$ cat src/rtl/mnist_inference_sequencer.sv
// Frame/start/result sequencer for the digit classifier: assembles the image, runs the classifier, holds the result.
// Optional BCD self-test bypass compiled in with `define MNIST_SEQ_BYPASS_TEST_EN.
module mnist_inference_sequencer #(
    parameter int unsigned ROWS    = 28,
    parameter int unsigned ROW_W   = 7,
    parameter int unsigned TIMEOUT = 4096
) (
    input  logic                    clk,
    input  logic                    rst,
    input  logic [ROW_W-1:0]        row_in,
    input  logic                    row_valid,
    input  logic                    host_ack,
    input  logic [3:0]              cls_digit,
    input  logic                    cls_valid,
    output logic [ROWS*ROW_W-1:0]   image_out,
    output logic                    cls_run,
    output logic                    cls_start,
    output logic [3:0]              result_bcd,
    output logic                    done,
    output logic                    busy,
    output logic                    timeout_err
);

    localparam int unsigned IMG_W  = ROWS * ROW_W;
    localparam int unsigned CNT_W  = $clog2(ROWS + 1);
    localparam int unsigned WAIT_W = $clog2(TIMEOUT + 1);
    localparam int unsigned IDX_W  = $clog2(IMG_W);

    typedef enum logic [2:0] {
        S_IDLE,
        S_LOAD,
        S_CHECK,
        S_START,
        S_WAIT,
        S_DONE
    } state_t;

    state_t              state_q, state_d;
    logic [CNT_W-1:0]    row_cnt_q, row_cnt_d;
    logic [WAIT_W-1:0]   wait_cnt_q, wait_cnt_d;
    logic [IMG_W-1:0]    image_d;
    logic [3:0]          result_d;
    logic                done_d, busy_d, run_d, start_d, terr_d;
    logic [IDX_W-1:0]    row_base;

    // Bit offset of the row currently being written.
    assign row_base = IDX_W'(IDX_W'(row_cnt_q) * IDX_W'(ROW_W));

    always_ff @(posedge clk) begin
        if (rst) begin
            state_q     <= S_IDLE;
            row_cnt_q   <= '0;
            wait_cnt_q  <= '0;
            image_out   <= '0;
            result_bcd  <= '0;
            done        <= 1'b0;
            busy        <= 1'b0;
            cls_run     <= 1'b0;
            cls_start   <= 1'b0;
            timeout_err <= 1'b0;
        end else begin
            state_q     <= state_d;
            row_cnt_q   <= row_cnt_d;
            wait_cnt_q  <= wait_cnt_d;
            image_out   <= image_d;
            result_bcd  <= result_d;
            done        <= done_d;
            busy        <= busy_d;
            cls_run     <= run_d;
            cls_start   <= start_d;
            timeout_err <= terr_d;
        end
    end

    // Next-state and next-output logic; registered outputs hold unless a state says otherwise.
    always_comb begin
        state_d    = state_q;
        row_cnt_d  = row_cnt_q;
        wait_cnt_d = wait_cnt_q;
        image_d    = image_out;
        result_d   = result_bcd;
        done_d     = done;
        run_d      = cls_run;
        start_d    = 1'b0;
        terr_d     = timeout_err;

        case (state_q)
            S_IDLE: begin
                if (row_valid) begin
                    image_d              = '0;
                    image_d[ROW_W-1:0]   = row_in;
                    row_cnt_d            = CNT_W'(1);
                    state_d              = S_LOAD;
                end
            end
            S_LOAD: begin
                if (row_valid) begin
                    image_d[row_base +: ROW_W] = row_in;
                    row_cnt_d                  = row_cnt_q + CNT_W'(1);
                    if (row_cnt_q == CNT_W'(ROWS - 1)) begin
                        state_d = S_CHECK;
                    end
                end
            end
            S_CHECK: begin
`ifdef MNIST_SEQ_BYPASS_TEST_EN
                if ((image_out[IMG_W-1:4] == '0) && (image_out[3:0] <= 4'd9)) begin
                    result_d = image_out[3:0];
                    done_d   = 1'b1;
                    state_d  = S_DONE;
                end else begin
                    start_d = 1'b1;
                    run_d   = 1'b1;
                    state_d = S_START;
                end
`else
                start_d = 1'b1;
                run_d   = 1'b1;
                state_d = S_START;
`endif
            end
            S_START: begin
                run_d      = 1'b1;
                wait_cnt_d = '0;
                state_d    = S_WAIT;
            end
            S_WAIT: begin
                run_d = 1'b1;
                // A valid result on the expiry cycle takes priority over the timeout.
                if (cls_valid) begin
                    result_d = cls_digit;
                    terr_d   = 1'b0;
                    done_d   = 1'b1;
                    state_d  = S_DONE;
                end else if (wait_cnt_q == WAIT_W'(TIMEOUT - 1)) begin
                    result_d = 4'hF;
                    terr_d   = 1'b1;
                    done_d   = 1'b1;
                    state_d  = S_DONE;
                end else begin
                    wait_cnt_d = wait_cnt_q + WAIT_W'(1);
                end
            end
            S_DONE: begin
                if (host_ack) begin
                    done_d  = 1'b0;
                    run_d   = 1'b0;
                    terr_d  = 1'b0;
                    state_d = S_IDLE;
                end
            end
            default: begin
                state_d = S_IDLE;
            end
        endcase

        busy_d = (state_d != S_IDLE);
    end

endmodule

$ cat config.mk
export PLATFORM = sky130hd
export DESIGN_NAME = mnist_inference_sequencer
export DESIGN_NICKNAME = d
export VERILOG_FILES = /design/src/rtl/mnist_inference_sequencer.sv
export SDC_FILE = /design/constraint.sdc
export NUM_CORES = 1
export LEC_CHECK = 0
export CAP_MARGIN = 25
export CORE_MARGIN = 2
export CORE_UTILIZATION = 45
export DETAILED_ROUTE_END_ITERATION = 10
export GPL_ROUTABILITY_DRIVEN = 0
export PLACE_DENSITY = 0.77
export SYNTH_ARGS = -nofsm -noshare
export SYNTH_HDL_FRONTEND = slang
export SYNTH_SLANG_ARGS = --single-unit
export TNS_END_PERCENT = 10
$ cat constraint.sdc
create_clock -name clk -period 2.3 [get_ports clk]
set_input_delay 0.23 -clock clk [delete_from_list [all_inputs] [get_ports clk]]
set_output_delay 0.23 -clock clk [all_outputs]
set_load 0.005 [all_outputs]
# --- Yosys cells after proc, flatten, opt, wreduce, memory -nomap -nowiden ---
# Index checks and enable logic that the tools add are counted.
totals:
  register_bits: 226
  out_inout_bits: 205
  inputBits: 16
  elab_cells: 69
op_classes:
  multipliers: 1
  muxes: 27
  n_eq_ne: 13
  n_reduce_logical: 13
  addsub: 3
  shifts: 2
ops:
  columns: ["cell", "n"]
  rows:
  - ["196-bit two-way mux", 2]
  - ["196-bit case mux with 2 select lines", 1]
  - ["196-bit bitwise mux", 1]
  - ["7-bit by 10-bit variable shift with 196-bit output, first input constant", 1]
  - ["7-bit by 10-bit variable part select with 196-bit output", 1]
  - ["13-bit two-way mux", 2]
  - ["13-bit case mux with 2 select lines", 1]
  - ["3-bit two-way mux", 6]
  - ["3-bit case mux with 6 select lines", 1]
  - ["13-bit by 1-bit adder with 13-bit output, second input constant", 1]
  - ["13-bit by 12-bit == test with 1-bit output, second input constant", 1]
  - ["5-bit two-way mux", 2]
  - ["2-bit != test, second input constant", 5]
  - ["8-bit negation with 10-bit output", 1]
  - ["5-bit case mux with 2 select lines", 1]
  - ["2-bit nonzero test", 5]
  - ["3-bit AND reduction", 3]
  - ["5-bit by 3-bit multiplier with 8-bit output, second input constant", 1]
  - ["4-bit two-way mux", 2]
  - ["3-bit by 2-bit == test with 1-bit output, second input constant", 2]
  - ["3-bit == test, second input constant", 2]
  - ["1-bit case mux with 2 select lines", 3]
  - ["5-bit by 1-bit adder with 5-bit output, second input constant", 1]
  - ["5-bit == test, second input constant", 1]
  - ["7 further kinds", 12]

# --- Depth between registers and ports, before layout ---
depth:
  depth_word: 6
  ltp_mapped: 11
  depth_no_buf: 7

# --- Worst setup path after synthesis ---
# No wires, ideal clock.
synth_path:
  kind: "register to register"
  start: "reg row_cnt_q[0]"
  end: "reg image_out[171]"
  n_path_buf: 2
  synth_period_minus_slack_ns: 2.228
  required_time_ns: 2.165
  arrival_time_ns: 2.093
  path_stages_with_launch: 9
  setup_ns: 0.135
  setup_slack_ns: 0.072
  path_cell_list: "dfxtp_1 > buf_2 > inv_1 > ha_1 > o21ba_1 > o311a_1 > buf_2 > a21oi_1 > o32ai_1"
synth_between:
  elab_chain_cells: 6
  elab_cells_between_ends: 7
  classes_between: "1 x add/sub; 1 x mul; 2 x shift; 3 x mux"
synth_rtl:
  columns: ["item", "line_no", "rtl"]
  rows:
  - ["from (decl)", "39", "logic [CNT_W-1:0] row_cnt_q, row_cnt_d;"]
  - ["from (signal assigned)", "63", "row_cnt_q <= row_cnt_d;"]
  - ["5-bit by 3-bit multiplier with 8-bit output *", "47", "assign row_base = IDX_W'(IDX_W'(row_cnt_q) * IDX_W'(ROW_W));"]
  - ["8-bit negation with 10-bit output *", "98", "image_d[row_base +: ROW_W] = row_in;"]
  - ["7-bit by 10-bit variable part select with 196-bit output / 7-bit by 10-bit variable shift with 196-bit output (equally long branches)", "98", null]
  - ["196-bit bitwise mux *", "98", null]
  - ["196-bit two-way mux *", "97", "if (row_valid) begin"]
  - ["196-bit case mux with 2 select lines *", "87", "case (state_q)"]
  - ["to (signal assigned)", "65", "image_out <= image_d;"]
  - ["to (decl)", "15", "output logic [ROWS*ROW_W-1:0] image_out,"]
# Mark *: on every way between the ends. The rest lies on a longest branch, timed or not. The select of a mux whose other input is x is not followed.
# A chain may end at the register's enable or synchronous reset.

# --- Worst setup path in the final report ---
layout_path:
  start: "reg row_cnt_q[0]"
  end: "reg image_out[148]"
# The elaborated chain is that of the path after synthesis.

==> impl_metrics.yaml <==
run_status:
  status: "completed"
logic_synthesis:
  syn-num-nets: 944
  yosys.cell_types.count: 68
  synthArstFlopShare_pct: 0
  synth_cells: 924
  syn_area_sq_um: 9020
  ys_warn_count: 0
  avgSynthCellArea_sq_um: 9.76
  synth_ff_type: "dfxtp_1"
  synth_edf_count: 0
  yosysSeqAreaShare_pct: 50.1
  synth_seq_cells: 226
clocking:
  cts_max_level: 1
  cts_tree: "done"
  hold_buffers: 0
  cts_root_buf: "clkbuf_16"
  clk_pin_slew_ps: 60
  ctsResizeCount: 0
  cts_setup_buffers: 0
  cts.path.max_buffers: 3
  cts_buffers: 24
  clk_latency_ps: 510
  cts_sinks: 226
die:
  chipHeight_um: 146
  dieWidth_um: 146
  num_rows: 51
  die_area_sq_um: 21200
  ios: 221
  start_util_pct: 46.1
  fp.coreArea_sq_um: 19600
pwr:
  p_leak_nw: 5.05
  ir_worst_vdd_mv: 0.465
  powerDensity_nw_per_um2: 675
  total_power_mw: 8.46
setup_path:
  rrSetupSlack_ps: 70
  crit_type: "reg -> reg"
  rr_endpoint: "image_out[148]"
  cp.required_ps: 2730
  crit_fanout: 9
  crit_chain: "inv_1 -> ha_1 -> o21ba_1 -> o311a_1 -> nor3_4 -> mux2i_1"
  endpoint_kind: "flip-flop"
  startpoint_type: "flip-flop"
  cp_slowest_cell: "o311a_1"
  cp_data_arrival_time_ps: 2660
  r2r_cells: 6
  reg2reg_from: "row_cnt_q[0]"
  cpPeakStageDelay_ps: 520
finish:
  finalNonFillerCells: 1439
  stdcell_area_sq_um: 12500
  drive_gt1_share_pct: 10.1
  antenna_cells: 0
  nets: 1176
  utilization_pct: 64.0
  fill_cells: 1619
  syn_to_final_growth_pct: 39.0
route:
  drt-pass1-iter-count: 4
  avgViaCountPerCell: 5.19
  drcViolationCount: 0
  wl_per_cell_um: 17.6
  drt_iter0_markers: 491
  routed_wl_um: 25400
  ant_nets: 0
  num_vias: 7462
hold_path:
  min-delay-start: "cls_digit[0]"
  hold_path_depth: 3
  min_to: "result_bcd[0]"
  hp-class: "in -> reg"
sta:
  finClkSkew_ps: 15.6
  finalSetupViolations: 0
  hold_violations: 0
  fin_ws_ps: 72.5
  rsz0062_at_grt: "yes"
  max_slew.worst_pin.slew_ps: 667
  max_slew_margin_pct: 55.3
  min_period_over_period_pct: 96.8
  fmaxAchievable_ghz: 0.449
  finalMaxSlewViolations: 0
  finalCriticalPeriod_ps: 2230
global_route:
  track_usage_pct: 23.1
  grt_pass1_vias: 7180
  overflow: 0
  antenna_found_initial: 0
  grt_max_degree: 89
  grt_pass1_wl_um: 39800
place:
  dp_hpwl_um: 18300
  dpl-instance-area_sq_um: 11700
  dp_slack_ps: 57.7
  place_inst: 1395
  port_buffers: 220
run:
  maxCapViolCount: 0
-- sequential cells by signal, indices dropped and copies added, names as in the netlist --
name and count:
cls_start 1, image_out 196, result_bcd 4, timeout_err 1, cls_run 1, wait_cnt_q 13, row_cnt_q 5, done 1
busy 1, state_q 3
-- cells in the final DEF (no fill, tap or decap), types with 4 or more instances in the layout --
master / count
a21oi_1: 11
clkdlybuf4s50_1: 220
mux2i_1: 162
nor3_4: 5
inv_1: 12
a32o_1: 7
a22o_1: 14
clkbuf_1: 5
nand2b_1: 8
nand2_2: 5
clkbuf_8: 6
nor2b_1: 4
nor2_1: 44
and3_1: 6
clkbuf_16: 25
nor3_1: 10
dfxtp_1: 226
ha_1: 4
xor2_1: 9
o32ai_1: 4
buf_4: 46
o21ai_0: 19
nand2_1: 217
nand3_1: 20
nand4_1: 9
-- synthesized netlist by cell type (all sizes together), types with 10 or more instances --
cell type | instances | area share (%)
a21oi | 12 | 0.67
nor3 | 16 | 1.6
mux2i | 162 | 18
dfxtp | 226 | 50
clkbuf | 37 | 1.5
o21ai | 21 | 1.3
inv | 12 | 0.50
buf | 25 | 1.4
nand2 | 222 | 9.3
nand3 | 23 | 1.4
nor2 | 46 | 2.0
a22o | 14 | 1.4
xor2 | 10 | 1.1
-- metal layers --
| metal | up-vias | routed length (um) | global-route usage (%) |
|---|---|---|---|
| li1 | 3640 | - | - |
| met1 | 3528 | 11100 | 30.1 |
| met2 | 243 | 12000 | 38.5 |
| met3 | 51 | 1670 | 5.27 |
| met4 | 0 | 679 | 6.76 |
| met5 | - | 0 | 0 |
-- critical path, delay by kind of cell (launching register included) --
family / cells / cell delay [ps]
multiplexers: 1 / 250
AND/OR/NAND/NOR: 1 / 460
flip-flops: 1 / 330
adder cells (fa/ha/maj): 1 / 300
buffers and inverters: 1 / 50
AO/OA/AOI/OAI: 2 / 770
-- area by class of cell --
type	instances	area [sq um]	area share, %
repair buffers	268	2590	20.6
flip-flops and latches	226	4520	36.1
well taps	265	332	2.64
inverters	12	45.0	0.359
clock buffers	36	727	5.80
clock inverters	8	120	0.958
multi-input cells	624	4200	33.5
-- cell families (layout without fill, tap and decap cells) --
| group | count (synthesis) | in the layout | synth area share [%] |
|---|---|---|---|
| and+or+nand+nor | 363 | 363 | 19.7 |
| DFF | 226 | 226 | 50.1 |
| muxes | 162 | 162 | 18.0 |
| AOI/OAI and AO/OA | 82 | 82 | 6.73 |
| buffers and inverters | 74 | 324 | 3.48 |
| xor gates and xnor gates | 13 | 13 | 1.43 |
| adders and majority gates | 4 | 4 | 0.555 |
-- report_power, final --
| group | internal [mW] | switching, mW | total [mW] |
|---|---|---|---|
| sequential | 3.93 | 0.00881 | 3.94 |
| clock | 2.52 | 1.54 | 4.06 |
| combinational | 0.161 | 0.302 | 0.463 |
-- how the worst max path moves through the flow --
stage                          end  slack [ps]         start
finish              image_out[148]          70  row_cnt_q[0]
global route        image_out[148]         -20  row_cnt_q[0]
CTS                 image_out[148]          70  row_cnt_q[0]
detailed placement   image_out[14]          60     row_valid
global placement     image_out[16]          80     row_valid
floorplan           image_out[171]          70  row_cnt_q[0]
-- stage by stage --
stage          TNS (ps)  hold WS, ps
2_1_floorplan         0          341
3_3_place_gp          0          418
3_5_place_dp          0          423
4_1_cts               0          311
5_1_grt           -23.5          349
6_report              0          329
Note: power is estimated with default switching activity, not from simulation.
